**config.mk**
```make
export PLATFORM = sky130hd
export DESIGN_NAME = symm_norm
export DESIGN_NICKNAME = d
export VERILOG_FILES = /design/src/rtl/symm_norm.sv
export SDC_FILE = /design/constraint.sdc
export NUM_CORES = 2
export LEC_CHECK = 0
export ABC_AREA = 1
export CAP_MARGIN = 20
export CORE_AREA = 2 2 505 507
export DETAILED_ROUTE_END_ITERATION = 7
export DIE_AREA = 0 0 507 509
export DONT_BUFFER_PORTS = 1
export GPL_TIMING_DRIVEN = 0
export SYNTH_ARGS = -nofsm -noshare
export SYNTH_HDL_FRONTEND = slang
export SYNTH_SLANG_ARGS = --single-unit
export TNS_END_PERCENT = 1
```
**constraint.sdc**
```tcl
create_clock -name clk_norm -period 100.9 [get_ports clk_norm]
set_clock_uncertainty 0.15 [all_clocks]
set_input_delay 20.18 -clock clk_norm [delete_from_list [all_inputs] [get_ports clk_norm]]
set_output_delay 20.18 -clock clk_norm [all_outputs]
set_load 0.005 [all_outputs]
```
**src/rtl/symm_norm.sv**
```systemverilog
// Scales the 4x4 matrix W by 1/||W||_F (sum of squares, bit-serial sqrt, restoring divide); SYMM_NORM_ROUND_EN rounds quotients.
// Latency 279 edges from accept to done_norm (17 when S==0); no backpressure, start_norm ignored unless IDLE.
module symm_norm #(
   parameter int DW   = 26,
   parameter int FRAC = 13,
   parameter int SUMW = 30,
   parameter int QW   = 15
) (
   input  logic          clk_norm,
   input  logic          rstn_norm,
   input  logic          start_norm,
   input  logic [DW-1:0] w11, w12, w13, w14, w21, w22, w23, w24,
   input  logic [DW-1:0] w31, w32, w33, w34, w41, w42, w43, w44,
   input  logic [DW-1:0] w11_2, w12_2, w13_2, w14_2, w21_2, w22_2, w23_2, w24_2,
   input  logic [DW-1:0] w31_2, w32_2, w33_2, w34_2, w41_2, w42_2, w43_2, w44_2,
   output logic          busy_norm,
   output logic          done_norm,
   output logic          zero_norm,
   output logic [DW-1:0] n11, n12, n13, n14, n21, n22, n23, n24,
   output logic [DW-1:0] n31, n32, n33, n34, n41, n42, n43, n44,
   output logic [DW-1:0] norm_out
);
   localparam int RTW  = (SUMW + FRAC + 1) / 2;
   localparam int RADW = 2 * RTW;
   localparam int SRW  = RTW + 4;
   localparam logic [DW-1:0] SQ_MAX = {1'b0, {(DW-1){1'b1}}};
   localparam logic [QW-1:0] Q_MAX  = '1;

   typedef enum logic [2:0] {IDLE, ACC, SQRT, DIV, DONE, LAST} state_t;

   state_t          state;
   logic [DW-1:0]   w_in [16];
   logic [DW-1:0]   sq_in [16];
   logic [DW-1:0]   w_r [16];
   logic [DW-1:0]   sq_r [16];
   logic [DW-1:0]   res_r [16];
   logic [DW-1:0]   n_r [16];
   logic [SUMW-1:0] s_acc, s_next;
   logic [DW-1:0]   sq_add;
   logic [RADW-1:0] rad;
   logic [SRW-1:0]  srem, srem_sh, srem_n;
   logic [RTW-1:0]  root, root_n;
   logic [4:0]      cnt;
   logic [3:0]      elem, bitc;
   logic [RTW-1:0]  drem, cur_rem, rem_n;
   logic [RTW:0]    trial;
   logic [QW-1:0]   dlo, cur_lo, dq, q_n, q_fin;
   logic            dsat, first, sat_n, ge;
   logic [DW-1:0]   w_c, abs_w, q_ext, res_val;
   logic [DW-3:0]   quarter;

   assign w_in[0]  = w11;  assign w_in[1]  = w12;  assign w_in[2]  = w13;  assign w_in[3]  = w14;
   assign w_in[4]  = w21;  assign w_in[5]  = w22;  assign w_in[6]  = w23;  assign w_in[7]  = w24;
   assign w_in[8]  = w31;  assign w_in[9]  = w32;  assign w_in[10] = w33;  assign w_in[11] = w34;
   assign w_in[12] = w41;  assign w_in[13] = w42;  assign w_in[14] = w43;  assign w_in[15] = w44;
   assign sq_in[0]  = w11_2;  assign sq_in[1]  = w12_2;  assign sq_in[2]  = w13_2;  assign sq_in[3]  = w14_2;
   assign sq_in[4]  = w21_2;  assign sq_in[5]  = w22_2;  assign sq_in[6]  = w23_2;  assign sq_in[7]  = w24_2;
   assign sq_in[8]  = w31_2;  assign sq_in[9]  = w32_2;  assign sq_in[10] = w33_2;  assign sq_in[11] = w34_2;
   assign sq_in[12] = w41_2;  assign sq_in[13] = w42_2;  assign sq_in[14] = w43_2;  assign sq_in[15] = w44_2;
   assign n11 = n_r[0];   assign n12 = n_r[1];   assign n13 = n_r[2];   assign n14 = n_r[3];
   assign n21 = n_r[4];   assign n22 = n_r[5];   assign n23 = n_r[6];   assign n24 = n_r[7];
   assign n31 = n_r[8];   assign n32 = n_r[9];   assign n33 = n_r[10];  assign n34 = n_r[11];
   assign n41 = n_r[12];  assign n42 = n_r[13];  assign n43 = n_r[14];  assign n44 = n_r[15];

   always_comb begin
      // A negative square means the multiplier overflowed; count it as the largest positive value
      sq_add = sq_r[cnt[3:0]];
      if (sq_add[DW-1]) sq_add = SQ_MAX;
      s_next = s_acc + {{(SUMW-DW){1'b0}}, sq_add};

      srem_sh = (srem << 2) | SRW'(rad[RADW-1 -: 2]);
      srem_n  = srem[SRW-1] ? srem_sh + {{(SRW-RTW-2){1'b0}}, root, 2'b11}
                            : srem_sh - {{(SRW-RTW-2){1'b0}}, root, 2'b01};
      root_n  = (root << 1) | RTW'(!srem_n[SRW-1]);

      // Dividend |w|<<FRAC: its top part |w|>>2 seeds the remainder, the rest is fed in bitwise
      w_c     = w_r[elem];
      abs_w   = w_c[DW-1] ? (~w_c) + DW'(1) : w_c;
      quarter = abs_w[DW-1:2];
      first   = (bitc == 4'd0);
      cur_rem = first ? quarter[RTW-1:0] : drem;
      cur_lo  = first ? {abs_w[1:0], {FRAC{1'b0}}} : dlo;
      sat_n   = first ? (quarter >= (DW-2)'(root)) : dsat;
      trial   = {cur_rem, cur_lo[QW-1]};
      ge      = (trial >= {1'b0, root});
      rem_n   = ge ? RTW'(trial - {1'b0, root}) : trial[RTW-1:0];
      q_n     = (first ? '0 : (dq << 1)) | QW'(ge);
      q_fin   = sat_n ? Q_MAX : q_n;
`ifdef SYMM_NORM_ROUND_EN
      if (!sat_n && ({rem_n, 1'b0} >= {1'b0, root}) && (q_fin != Q_MAX)) q_fin = q_fin + QW'(1);
`endif
      q_ext   = {{(DW-QW){1'b0}}, q_fin};
      res_val = w_c[DW-1] ? (~q_ext) + DW'(1) : q_ext;
   end

   always_ff @(posedge clk_norm) begin
      if (!rstn_norm) begin
         state     <= IDLE;
         busy_norm <= 1'b0;
         done_norm <= 1'b0;
         zero_norm <= 1'b0;
         norm_out  <= '0;
         for (int i = 0; i < 16; i++) n_r[i] <= '0;
      end else begin
         case (state)
            IDLE: if (start_norm) begin
               for (int i = 0; i < 16; i++) begin
                  w_r[i]  <= w_in[i];
                  sq_r[i] <= sq_in[i];
               end
               s_acc     <= '0;
               cnt       <= '0;
               busy_norm <= 1'b1;
               state     <= ACC;
            end
            ACC: begin
               s_acc <= s_next;
               cnt   <= cnt + 5'd1;
               if (cnt == 5'd15) begin
                  cnt   <= '0;
                  rad   <= RADW'({s_next, {FRAC{1'b0}}});
                  srem  <= '0;
                  root  <= '0;
                  state <= (s_next == '0) ? DONE : SQRT;
               end
            end
            SQRT: begin
               srem <= srem_n;
               root <= root_n;
               rad  <= rad << 2;
               cnt  <= cnt + 5'd1;
               if (cnt == 5'(RTW-1)) begin
                  elem  <= '0;
                  bitc  <= '0;
                  state <= DIV;
               end
            end
            DIV: begin
               drem <= rem_n;
               dlo  <= cur_lo << 1;
               dq   <= q_n;
               dsat <= sat_n;
               if (bitc == 4'(QW-1)) begin
                  res_r[elem] <= res_val;
                  bitc        <= '0;
                  elem        <= elem + 4'd1;
                  if (elem == 4'd15) state <= DONE;
               end else begin
                  bitc <= bitc + 4'd1;
               end
            end
            DONE: begin
               done_norm <= 1'b1;
               zero_norm <= (s_acc == '0);
               norm_out  <= {{(DW-RTW){1'b0}}, root};
               for (int i = 0; i < 16; i++) n_r[i] <= (s_acc == '0) ? w_r[i] : res_r[i];
               state     <= LAST;
            end
            LAST: begin
               done_norm <= 1'b0;
               busy_norm <= 1'b0;
               state     <= IDLE;
            end
            default: state <= IDLE;
         endcase
      end
   end
endmodule

```
==> report_table.html <==
<table>
<tr><th>Metric</th><th>Value</th></tr>
<tr><th colspan="2">Critical path</th></tr>
<tr><td>Most common cell on crit path</td><td>clkbuf_1</td></tr>
<tr><td>Slowest cell on crit path</td><td>nor2_2</td></tr>
<tr><td>Endpoint arrival time on the critical path</td><td>24.69 ns</td></tr>
<tr><td>Register-to-register path setup slack</td><td>92.14 ns</td></tr>
<tr><td>Total stage count of the critical path</td><td>7</td></tr>
<tr><td>Path type of the worst setup path</td><td>in -&gt; reg</td></tr>
<tr><td>Delay contributed by the slowest stage of the critical path</td><td>about 0.86 ns</td></tr>
<tr><td>Maximum net fanout on the critical path</td><td>10</td></tr>
<tr><td>Worst Setup SP</td><td>rstn_norm</td></tr>
<tr><td>Reg-to-reg endpoint</td><td>res_r[15][14]</td></tr>
<tr><td>CP Buf/Inv Count</td><td>4</td></tr>
<tr><td>Data required, critical path</td><td>101.37 ns</td></tr>
<tr><td>Type of element launching the critical path</td><td>input port</td></tr>
<tr><td>Critical-path cell list</td><td>clkbuf_1, clkinv_1, nor2_2, clkbuf_1, clkbuf_1, o21ai_0, nor2_1</td></tr>
<tr><td>Endpoint class of the critical path</td><td>register</td></tr>
<tr><td>Worst setup path end</td><td>n_r[0][169]</td></tr>
<tr><td>Largest delay share family, worst path</td><td>buffers and inverters</td></tr>
<tr><td>Length in cells of the worst reg-to-reg path</td><td>36</td></tr>
<tr><th colspan="2">Timing</th></tr>
<tr><td>Share of the cycle needed by the critical path after routing</td><td>24.01%</td></tr>
<tr><td>Pin slew with the least headroom to its limit</td><td>roughly 1.3 ns</td></tr>
<tr><td>Worst relative slew slack</td><td>14.29%</td></tr>
<tr><td>Hold violation total from the final report</td><td>0</td></tr>
<tr><td>Minimum clock period after layout</td><td>24.23 ns</td></tr>
<tr><td>TNS Setup</td><td>0 ns</td></tr>
<tr><td>Setup-violating endpoint count in the final report</td><td>0</td></tr>
<tr><td>Max-slew violation total from the final report</td><td>0</td></tr>
<tr><td>Peak Freq</td><td>0.04127 GHz</td></tr>
<tr><td>Final setup slack of the worst path</td><td>76.67 ns</td></tr>
<tr><td>Setup repair after global routing missed its margin</td><td>false</td></tr>
<tr><td>Final-layout worst hold slack</td><td>about 0.33 ns</td></tr>
<tr><th colspan="2">Power and ir drop</th></tr>
<tr><td>Peak supply drop</td><td>slightly above 20 uV</td></tr>
<tr><td>Power per cell area</td><td>between 20 and 30 nW/um2</td></tr>
<tr><td>Sw Share</td><td>between 30% and 40%</td></tr>
<tr><td>Part of the power in the clock network</td><td>a little under a third</td></tr>
<tr><td>Part of the power in registers</td><td>between 40% and 50%</td></tr>
<tr><td>Internal power</td><td>1.556 mW</td></tr>
<tr><td>Switching power</td><td>0.8777 mW</td></tr>
<tr><td>Static Leak</td><td>31.18 nW</td></tr>
<tr><td>Relative contribution of combinational cells to total power</td><td>between 20 and 30%</td></tr>
<tr><th colspan="2">Synth</th></tr>
<tr><td>Post-synth EDFFs</td><td>~1,800</td></tr>
<tr><td>Share of the synthesized area in the top cell type</td><td>70.86%</td></tr>
<tr><td>Yosys reg bits</td><td>~1,800</td></tr>
<tr><td>Most used standard cell by instance count after synthesis</td><td>edfxtp_1</td></tr>
<tr><td>Part of the Yosys area used for sequential elements</td><td>71.81%</td></tr>
<tr><td>Yosys warning total</td><td>0</td></tr>
<tr><td>Post-synthesis cell area</td><td>75,900 um2</td></tr>
<tr><td>Ranking of synthesized cells by area</td><td>edfxtp_1 71%, o21ai_0 5.7%, nor2_1 3.9%, nand2_1 2.8%, a21oi_1 2.7%</td></tr>
<tr><td>Most common flop cell mapped by yosys</td><td>edfxtp_1</td></tr>
<tr><td>Number of distinct library cells after synthesis</td><td>57</td></tr>
<tr><td>Cells after synthesis</td><td>6,139</td></tr>
<tr><td>Leading cell types by count after synthesis</td><td>1,791 x edfxtp_1, 863 x o21ai_0, 791 x nor2_1, 576 x nand2_1, 450 x inv_1</td></tr>
<tr><td>Async set-reset flop share out of synthesis</td><td>0%</td></tr>
<tr><td>Cell type with the highest aggregate area in the netlist</td><td>edfxtp_1</td></tr>
<tr><td>Synthesized area per cell</td><td>12.36 um2</td></tr>
<tr><th colspan="2">Clock tree</th></tr>
<tr><td>Clock transition at the register clock pins on the worst setup and hold paths after CTS</td><td>roughly 0.06 ns</td></tr>
<tr><td>TritonCTS clock tree</td><td>yes</td></tr>
<tr><td>TritonCTS Buffers</td><td>209</td></tr>
<tr><td>Number of buffers on the longest clock path</td><td>4</td></tr>
<tr><td>Hold Buf Count CTS</td><td>0</td></tr>
<tr><td>Number of setup buffers added after CTS</td><td>0</td></tr>
<tr><td>Count of clock tree sinks</td><td>1,827</td></tr>
<tr><td>Clock latency on the worst-skew pair</td><td>just over 0.9 ns</td></tr>
<tr><td>H-tree levels</td><td>4</td></tr>
<tr><td>Cell chosen for the clock root</td><td>clkbuf_16</td></tr>
<tr><td>Gates resized, CTS repair</td><td>0</td></tr>
<tr><th colspan="2">Die</th></tr>
<tr><td>Initial Utilization</td><td>a little under a third</td></tr>
<tr><td>Vertical die dimension</td><td>509 um</td></tr>
<tr><td>DIE AREA</td><td>258,100 um2</td></tr>
<tr><td>Area of the core</td><td>252,800 um2</td></tr>
<tr><td>Number of ports placed on the die boundary</td><td>1,280</td></tr>
<tr><td>Standard-cell rows</td><td>185</td></tr>
<tr><td>Die Width</td><td>507 um</td></tr>
<tr><th colspan="2">Placement</th></tr>
<tr><td>Gpl congestion</td><td>~1.0</td></tr>
<tr><td>Setup slack at placement</td><td>75.92 ns</td></tr>
<tr><td>Number of port buffers</td><td>0</td></tr>
<tr><td>Hpwl dp</td><td>303,400 um</td></tr>
<tr><td>Cell area after placement</td><td>~82,000 um2</td></tr>
<tr><th colspan="2">Layout</th></tr>
<tr><td>Total number of nets in the final design</td><td>7,388</td></tr>
<tr><td>Fraction of layout cells with a size suffix above 1</td><td>roughly 8.1%</td></tr>
<tr><td>Final-layout fill cell count</td><td>24,920</td></tr>
<tr><td>Layout overhead on the synthesized area</td><td>17.85%</td></tr>
<tr><td>Final instance area</td><td>89,450 um2</td></tr>
<tr><th colspan="2">Global route</th></tr>
<tr><td>Residual overflow from global routing</td><td>0</td></tr>
<tr><td>Largest net degree at the start of global routing</td><td>76</td></tr>
<tr><td>First-pass GRT wire length</td><td>between 400,000 and 500,000 um</td></tr>
<tr><td>GRT Total Usage</td><td>28.00%</td></tr>
<tr><td>Number of antenna violations at the first check in global routing</td><td>232</td></tr>
<tr><td>Number of global-route vias before repair</td><td>between 50,000 and 60,000</td></tr>
<tr><th colspan="2">Detailed routing</th></tr>
<tr><td>Per-cell routed wire length</td><td>37.02 um</td></tr>
<tr><td>Sum of routed wire length over all layers</td><td>374,700 um</td></tr>
<tr><td>Vias post-DR</td><td>54,820</td></tr>
<tr><td>DR DRC count</td><td>0</td></tr>
<tr><td>Number of optimization iterations in the first detailed-route pass</td><td>6</td></tr>
<tr><td>Post-route ant nets</td><td>0</td></tr>
<tr><td>Number of vias per cell</td><td>5.416</td></tr>
<tr><td>Initial DRC count</td><td>7,844</td></tr>
<tr><th colspan="2">Outcome</th></tr>
<tr><td>Outcome</td><td>completed</td></tr>
<tr><th colspan="2">Hold path</th></tr>
<tr><td>Class of the most critical hold timing path</td><td>reg -&gt; reg</td></tr>
<tr><td>Start point of the worst min-delay path</td><td>res_r[14][5]</td></tr>
<tr><th colspan="2">Flow run</th></tr>
<tr><td>Number of max-cap violations</td><td>0</td></tr>
</table>
## stage by stage
step	util (%)	cells	total power, mW
final	35.39	10120	2.434
after CTS	35.24	9975	2.433
after global routing	35.32	10060	2.510
after floorplan	-	6142	1.423
after detailed placement	32.61	9600	1.685
after global placement	31.70	9508	1.774
## cell type report
| cell class | count | area [um2] | area share, % |
|---|---|---|---|
| inverters | 461 | 1730 | 1.935 |
| clock buffers | 241 | 5350 | 5.981 |
| well taps | 3366 | 4212 | 4.708 |
| plain buffers | 343 | 1509 | 1.687 |
| repair buffers | 92 | 1956 | 2.186 |
| flip-flops and latches | 1827 | 54500 | 60.93 |
| multi-input cells | 3511 | 18530 | 20.72 |
| diodes | 148 | 370.4 | 0.4141 |
| clock inverters | 134 | 1287 | 1.439 |
## tightest hold or removal path: stages (launching register included)
cell      delay [ns]
edfxtp_1        0.32
nor2_1          0.04
nor2_1          0.10
## power groups by stage
stage	Clock [mW]	Combinational, mW	Sequential (mW)
detailed placement	0	0.681	1.00
floorplan	0	0.365	1.06
global placement	0	0.633	1.14
CTS	0.761	0.683	0.989
finish	0.754	0.691	0.989
global route	0.786	0.732	0.991
## sequential cells by signal, summed over array words and instances, names as in the netlist, named ones only
name / cells
dsat: 1
bitc: 4
srem: 25
cnt: 5
dq: 14
w_r: 416
s_acc: 30
drem: 22
rad: 31
done_norm: 1
norm_out: 22
root: 22
busy_norm: 1
state: 3
res_r: 384
sq_r: 416
elem: 4
dlo: 1
n_r: 416
zero_norm: 1
## worst min path at each step
stage | cells past startpoint | slack [ns] | to
after floorplan | 2 | 0.32 | zero_norm
after global placement | 2 | 0.36 | rad[30]
after detailed placement | 2 | 0.37 | rad[22]
after CTS | 2 | 0.34 | n_r[1][161]
after global routing | 2 | 0.36 | n_r[1][161]
final | 2 | 0.33 | n_r[1][161]
## cells in the final DEF, fill, tap and decap left out, types with 7 or more instances in the layout
| cell | instances |
|---|---|
| o21a_1 | 10 |
| clkinvlp_4 | 24 |
| xor2_1 | 46 |
| buf_6 | 13 |
| clkinv_1 | 42 |
| dfxtp_1 | 36 |
| nand2_1 | 574 |
| clkinv_2 | 28 |
| clkbuf_1 | 279 |
| buf_8 | 17 |
| inv_6 | 8 |
| clkbuf_16 | 209 |
| ha_1 | 106 |
| buf_1 | 25 |
| edfxtp_1 | 1791 |
| buf_12 | 41 |
| buf_16 | 31 |
| nand3_1 | 281 |
| nor2_2 | 8 |
| inv_2 | 7 |
| o21ai_1 | 20 |
| inv_1 | 450 |
| o21ai_0 | 860 |
| a21oi_1 | 398 |
| buf_4 | 25 |
| o211ai_1 | 118 |
| clkinv_4 | 12 |
| nor3_1 | 14 |
| nor2_1 | 772 |
| mux2i_1 | 105 |
| buf_2 | 35 |
| a31oi_1 | 27 |
| nor2_4 | 18 |
| bufinv_16 | 18 |
| diode_2 | 148 |
| nand4_1 | 13 |
| xnor2_1 | 50 |
## per-layer routing
metal | GRT usage (%) | routed length (um) | share of wire, %
met1 | 28.86 | 118800 | 32
met2 | 48.31 | 184000 | 49
met3 | 6.952 | 36530 | 9.7
met4 | 22.72 | 35020 | 9.3
met5 | 0 | 369 | 0.098
## cells by family (layout without fill, tap and decap cells)
family | count (synthesis) | in the layout | share of synthesized area (%)
adder cells (fa/ha/maj) | 108 | 108 | 1.800
XOR/XNOR | 101 | 101 | 1.165
multiplexers | 105 | 105 | 1.385
buffers and inverters | 804 | 1271 | 4.266
other | 1 | 152 | 0.004941
AO/OA/AOI/OAI | 1478 | 1478 | 10.36
flip-flops | 1827 | 1827 | 71.81
AND/OR/NAND/NOR | 1715 | 1715 | 9.209
No activity file was read; power rests on OpenSTA's default activity.
